[src/rtl/phase_timer.sv]
`default_nettype none
// ============================================================================
// Module   : phase_timer
// Brief    : Resynchronises the 1 Hz slowed_clk into clk, emits sec_tick, runs
//            a loadable seconds countdown and flags a missing slowed_clk.
// Revision : 1.0 - initial release
// ============================================================================
module phase_timer #(
    parameter int WIDTH     = 8,
    parameter int FREQUENCY = 100000000,
    parameter int TIMEOUT   = FREQUENCY
) (
    input  logic             clk,
    input  logic             reset,
    input  logic             slowed_clk,
    input  logic             load,
    input  logic [WIDTH-1:0] load_value,
    input  logic             hold,
    output logic             sec_tick,
    output logic [WIDTH-1:0] remaining,
    output logic             busy,
    output logic             expired,
    output logic             tick_lost
);

    localparam int               WD_W   = $clog2(TIMEOUT + 1);
    localparam logic [WD_W-1:0]  WD_MAX = WD_W'(TIMEOUT);
    localparam logic [WIDTH-1:0] ONE    = WIDTH'(1);

    typedef enum logic [0:0] {
        ST_IDLE  = 1'b0,
        ST_COUNT = 1'b1
    } state_t;

    logic s1_q, s2_q, s3_q;
    logic tick_q;
    logic w_edge;

    logic [WD_W-1:0] wd_q, wd_d;
    logic            lost_q, lost_d;

    state_t          state_q, state_d;
    logic [WIDTH-1:0] rem_q, rem_d;
    logic            exp_q, exp_d;

    // s1 may go metastable; s2/s3 are the clean pair used for edge detection
    always_ff @(posedge clk) begin
        if (reset) begin
            s1_q   <= 1'b0;
            s2_q   <= 1'b0;
            s3_q   <= 1'b0;
            tick_q <= 1'b0;
        end else begin
            s1_q   <= slowed_clk;
            s2_q   <= s1_q;
            s3_q   <= s2_q;
            tick_q <= s2_q & ~s3_q;
        end
    end

    assign w_edge = s2_q ^ s3_q;

    always_comb begin
        wd_d = wd_q;
        if (w_edge) begin
            wd_d = '0;
        end else if (wd_q != WD_MAX) begin
            wd_d = wd_q + WD_W'(1);
        end
        lost_d = lost_q | (wd_d == WD_MAX);
    end

    always_ff @(posedge clk) begin
        if (reset) begin
            wd_q   <= '0;
            lost_q <= 1'b0;
        end else begin
            wd_q   <= wd_d;
            lost_q <= lost_d;
        end
    end

    always_comb begin
        state_d = state_q;
        rem_d   = rem_q;
        exp_d   = 1'b0;
        case (state_q)
            ST_IDLE: begin
                if (load) begin
                    if (load_value != '0) begin
                        rem_d   = load_value;
                        state_d = ST_COUNT;
                    end else begin
                        rem_d = '0;
                        exp_d = 1'b1;
                    end
                end
            end
            ST_COUNT: begin
                // load beats hold beats tick; a tick under hold is simply dropped
                if (load) begin
                    if (load_value != '0) begin
                        rem_d = load_value;
                    end else begin
                        rem_d   = '0;
                        exp_d   = 1'b1;
                        state_d = ST_IDLE;
                    end
                end else if (!hold && tick_q) begin
                    if (rem_q <= ONE) begin
                        rem_d   = '0;
                        exp_d   = 1'b1;
                        state_d = ST_IDLE;
                    end else begin
                        rem_d = rem_q - ONE;
                    end
                end
            end
            default: begin
                state_d = ST_IDLE;
                rem_d   = '0;
            end
        endcase
    end

    always_ff @(posedge clk) begin
        if (reset) begin
            state_q <= ST_IDLE;
            rem_q   <= '0;
            exp_q   <= 1'b0;
        end else begin
            state_q <= state_d;
            rem_q   <= rem_d;
            exp_q   <= exp_d;
        end
    end

    assign sec_tick  = tick_q;
    assign remaining = rem_q;
    assign busy      = (state_q == ST_COUNT);
    assign expired   = exp_q;
    assign tick_lost = lost_q;

endmodule
`default_nettype wire
[config.mk]
export PLATFORM = sky130hd
export DESIGN_NAME = phase_timer
export DESIGN_NICKNAME = d
export VERILOG_FILES = /design/src/rtl/phase_timer.sv
export SDC_FILE = /design/constraint.sdc
export NUM_CORES = 1
export LEC_CHECK = 0
export BUFFER_PORTS_ARGS = -buffer_cell sky130_fd_sc_hd__buf_4
export CAP_MARGIN = 20
export CORE_ASPECT_RATIO = 0.9
export CORE_UTILIZATION = 61
export CTS_BUF_LIST = sky130_fd_sc_hd__clkbuf_8
export CTS_CLUSTER_DIAMETER = 200
export CTS_CLUSTER_SIZE = 8
export DETAILED_ROUTE_END_ITERATION = 6
export PLACE_DENSITY = 0.82
export REMOVE_ABC_BUFFERS = 1
export SKIP_LAST_GASP = 1
export SLEW_MARGIN = 30
export SYNTH_ARGS = -nofsm -noshare
export SYNTH_HDL_FRONTEND = slang
export SYNTH_SLANG_ARGS = --single-unit
[constraint.sdc]
create_clock -name clk -period 2.4 [get_ports clk]
set_clock_uncertainty 0.1 [all_clocks]
set_input_delay 0.24 -clock clk [delete_from_list [all_inputs] [get_ports clk]]
set_output_delay 0.24 -clock clk [all_outputs]
set_load 0.02 [all_outputs]
==> results.md <==
| Result | Value | Unit |
|---|---|---|
| Slew at the pin closest to its max-slew limit | 561 | ps |
| Cell types with the largest area share after synthesis | sky130_fd_sc_hd__dfxtp_1, sky130_fd_sc_hd__nor2_1, sky130_fd_sc_hd__xnor2_1 | - |
| Post-route non-filler standard cell count | 365 | - |
| Commonest non-fill, non-tap cell in the layout | sky130_fd_sc_hd__nor2_1 | - |
| Routed wire length | 5610 | um |
| CTS tree | yes | - |
| FFs w/ async S/R, synth | 0 | % |
| Type of element capturing the critical path | flop | - |
| 1st-pass router iterations | 6 | - |
| Fraction of layout instances using a drive strength above 1 | 16.9 | % |
| Global-route congestion overflow total | 0 | - |
| Layer carrying the most global-route usage | met2 | - |
| Via density | 6.12 | - |
| Number of setup buffers added after CTS | 0 | - |
| Starting density of the core | 66.0 | % |
| Number of I/O port buffers | 24 | - |
| Post-DP HPWL | 4000 | um |
| Cts-stage hold buffer count | 0 | - |
| Final core area utilization | 73.4 | % |
| Static leakage | 0.00103 | uW |
| Area delta synth->final | 11.2 | % |
| Areal power density over the cells | 560 | nW/um2 |
| Clock Sink Count | 42 | - |
| Setup total negative slack | 0 | ps |
| Cell area after synthesis | 2530 | um2 |
| Number of synthesized flops with an enable pin | 0 | - |
| Met1 Use GR | 37.0 | % |
| Period Utilization, post-route | 93.0 | % |
| Min-Delay Path Class | in2reg | - |
| Flip-flop cell with the highest count after synthesis | sky130_fd_sc_hd__dfxtp_1 | - |
| I/O pin count | 25 | - |
| Worst slew margin relative to its limit | 62.6 | % |
| Clock Path Buffers | 2 | - |
| Skew-Pair Late Insertion Delay | 300 | ps |
| Worst Path Max Fanout | 10 | - |
| Final number of hold-violating endpoints | 0 | - |
| First-pass GRT wire length | 9700 | um |
| Met2 Track Usage GR | 43.1 | % |
| Total count of max-transition violations in the final report | 0 | - |
| Clock-pin slew on the worst setup and hold paths | 80 | ps |
| Number of antenna violations at the first check in global routing | 0 | - |
| Grt met3 use | 6.08 | % |
| Number of failing setup endpoints in the final timing report | 0 | - |
| Global placer's final weighted congestion | 0.922 | - |
| Die extent in x | 69.9 | um |
| Result of the run | finished, final reports clean | - |
| Setup slack after placement | 172 | ps |
| Avg Cell Area, Syn | 8.50 | um2 |
| All-Layer GR Usage | 27.6 | % |
| Nature of the critical path startpoint | flop | - |
| Final WS setup | 167 | ps |
| Std-Cell Rows | 21 | - |
| Die ar. | 4410 | um2 |
| Antenna diode count | 0 | - |
| Count of filler cells inserted in the layout | 286 | - |
| Sequential share of the synthesized area | 33.2 | % |
| Area of the core | 3840 | um2 |
| Flops & latches, synth | 42 | - |
| Top cell type's share of synthesized area | 33.2 | % |
| Commonest cells after routing, fill and taps aside | sky130_fd_sc_hd__nor2_1, sky130_fd_sc_hd__dfxtp_1, sky130_fd_sc_hd__buf_4 | - |
| Cell type with the highest aggregate area in the netlist | sky130_fd_sc_hd__dfxtp_1 | - |
| DIE HEIGHT | 63.1 | um |
| Count of max-cap constraint violations | 0 | - |
| Largest net degree at the start of global routing | 27 | - |
| Post-layout nets | 336 | - |
| Cell at the root of the clock tree | sky130_fd_sc_hd__clkbuf_8 | - |
| Arrival time at the worst endpoint | 2320 | ps |
| Number of violations reported at the end of detailed-routing iteration 0 | 238 | - |
| Number of nets with antenna violations after routing | 0 | - |
| Netlist cell types | 58 | - |
| CTS-repair resized insts | 0 | - |
| DR WL/cell | 15.4 | um |
| Required time of the critical path | 2490 | ps |
| Clock buffer count from CTS | 5 | - |
| DP Cell Count | 357 | - |
| Minimum period implied by the final worst setup slack | 2230 | ps |
| Count of yosys warnings during synthesis | 0 | - |
| Largest voltage drop on the vdd net | 0.000331 | V |
| Via count of the first global-routing pass | 2086 | - |
| Vias | 2232 | - |
| Reg-to-reg slack, setup | 170 | ps |
| # DRC | 0 | - |
| Max frequency | 0.448 | GHz |
| Count of H-tree levels built during CTS | 2 | - |
| Category of the critical setup timing path | reg2reg | - |
| Gate count after technology mapping | 298 | - |
## cells in the mapped netlist (2+ instances only)
| cell type | count |
|---|---|
| sky130_fd_sc_hd__nor4_4 | 2 |
| sky130_fd_sc_hd__nor2b_1 | 7 |
| sky130_fd_sc_hd__nand2b_1 | 7 |
| sky130_fd_sc_hd__nor4_1 | 4 |
| sky130_fd_sc_hd__a211oi_1 | 2 |
| sky130_fd_sc_hd__nand4_1 | 10 |
| sky130_fd_sc_hd__mux2i_1 | 3 |
| sky130_fd_sc_hd__inv_1 | 10 |
| sky130_fd_sc_hd__o21ai_0 | 10 |
| sky130_fd_sc_hd__a222oi_1 | 3 |
| sky130_fd_sc_hd__or4b_1 | 2 |
| sky130_fd_sc_hd__and4_1 | 3 |
| sky130_fd_sc_hd__a31oi_1 | 3 |
| sky130_fd_sc_hd__nor2_1 | 45 |
| sky130_fd_sc_hd__or4_1 | 3 |
| sky130_fd_sc_hd__xor2_1 | 11 |
| sky130_fd_sc_hd__nor4b_1 | 2 |
| sky130_fd_sc_hd__nand3_1 | 13 |
| sky130_fd_sc_hd__a22oi_1 | 3 |
| sky130_fd_sc_hd__nand2_1 | 18 |
| sky130_fd_sc_hd__buf_6 | 7 |
| sky130_fd_sc_hd__a21oi_1 | 12 |
| sky130_fd_sc_hd__or3_1 | 3 |
| sky130_fd_sc_hd__nand4b_1 | 2 |
| sky130_fd_sc_hd__nor3_1 | 9 |
| sky130_fd_sc_hd__a221oi_1 | 2 |
| sky130_fd_sc_hd__and2_1 | 3 |
| sky130_fd_sc_hd__buf_4 | 3 |
| sky130_fd_sc_hd__xnor2_1 | 16 |
| sky130_fd_sc_hd__and3_1 | 5 |
| sky130_fd_sc_hd__ha_1 | 5 |
| sky130_fd_sc_hd__clkbuf_1 | 3 |
| sky130_fd_sc_hd__dfxtp_1 | 42 |
## state kept, by name, indices dropped and copies added (netlist names)
register and cells:
wd_q 27, s1_q 1, expired 1, s2_q 1, tick_lost 1, sec_tick 1, remaining 8, busy 1
s3_q 1
## power by group
group          internal, uW  switching, uW  total [uW]
combinational          71.6           95.8         167
clock                   417            260         676
sequential              714           20.0         734
total                  1200            375        1580
## logic make-up (layout without fill, tap and decap cells)
| family | after synthesis | count (layout) | synth area share (%) |
|---|---|---|---|
| AO/OA/AOI/OAI | 46 | 46 | 13.2 |
| XOR/XNOR | 27 | 27 | 9.34 |
| adder cells (fa/ha/maj) | 5 | 5 | 2.47 |
| buffers and inverters | 26 | 47 | 7.02 |
| flip-flops | 42 | 42 | 33.2 |
| multiplexers | 3 | 3 | 1.19 |
| AND/OR/NAND/NOR | 149 | 149 | 33.6 |
## per-stage QoR
step / total power, uW / hold WS (ps) / instance area, um2
floorplan: 846 / 209 / 2390
global placement: 911 / 331 / 2670
detailed placement: 913 / 334 / 2670
CTS: 1580 / 48.3 / 2810
global route: 1640 / 76.5 / 2820
finish: 1580 / 50.2 / 2820
## layer usage
layer | vias to the layer above | wire length [um]
li1 | 1105 | -
met1 | 1015 | 2580
met2 | 100 | 2470
met3 | 12 | 414
met4 | 0 | 140
met5 | - | 0
## worst max-delay path: stages (launching register included)
cell and delay (ps):
sky130_fd_sc_hd__dfxtp_1 370, sky130_fd_sc_hd__inv_1 130, sky130_fd_sc_hd__ha_2 260, sky130_fd_sc_hd__nor2_1 60, sky130_fd_sc_hd__or4_1 530, sky130_fd_sc_hd__nand2_2 200
sky130_fd_sc_hd__nor2_2 90, sky130_fd_sc_hd__a222oi_1 340, sky130_fd_sc_hd__nor2_1 60
## worst paths after layout
path	start	endpoint	cells after the start
max	remaining[0]	remaining[3]	8
min reg2reg	s1_q	s2_q	1
max reg2reg	remaining[0]	remaining[3]	8
min	slowed_clk	s1_q	2
## layout make-up
class | instances | area [um2] | area share [%]
Clock buffer | 5 | 68.8 | 2.44
Clock inverter | 3 | 68.8 | 2.44
Inverter | 10 | 37.5 | 1.33
Multi-Input combinational cell | 230 | 1520 | 54.1
Sequential cell | 42 | 842 | 29.9
Tap cell | 46 | 57.6 | 2.04
Timing Repair Buffer | 29 | 218 | 7.73
Power figures use the tool's default switching activity.
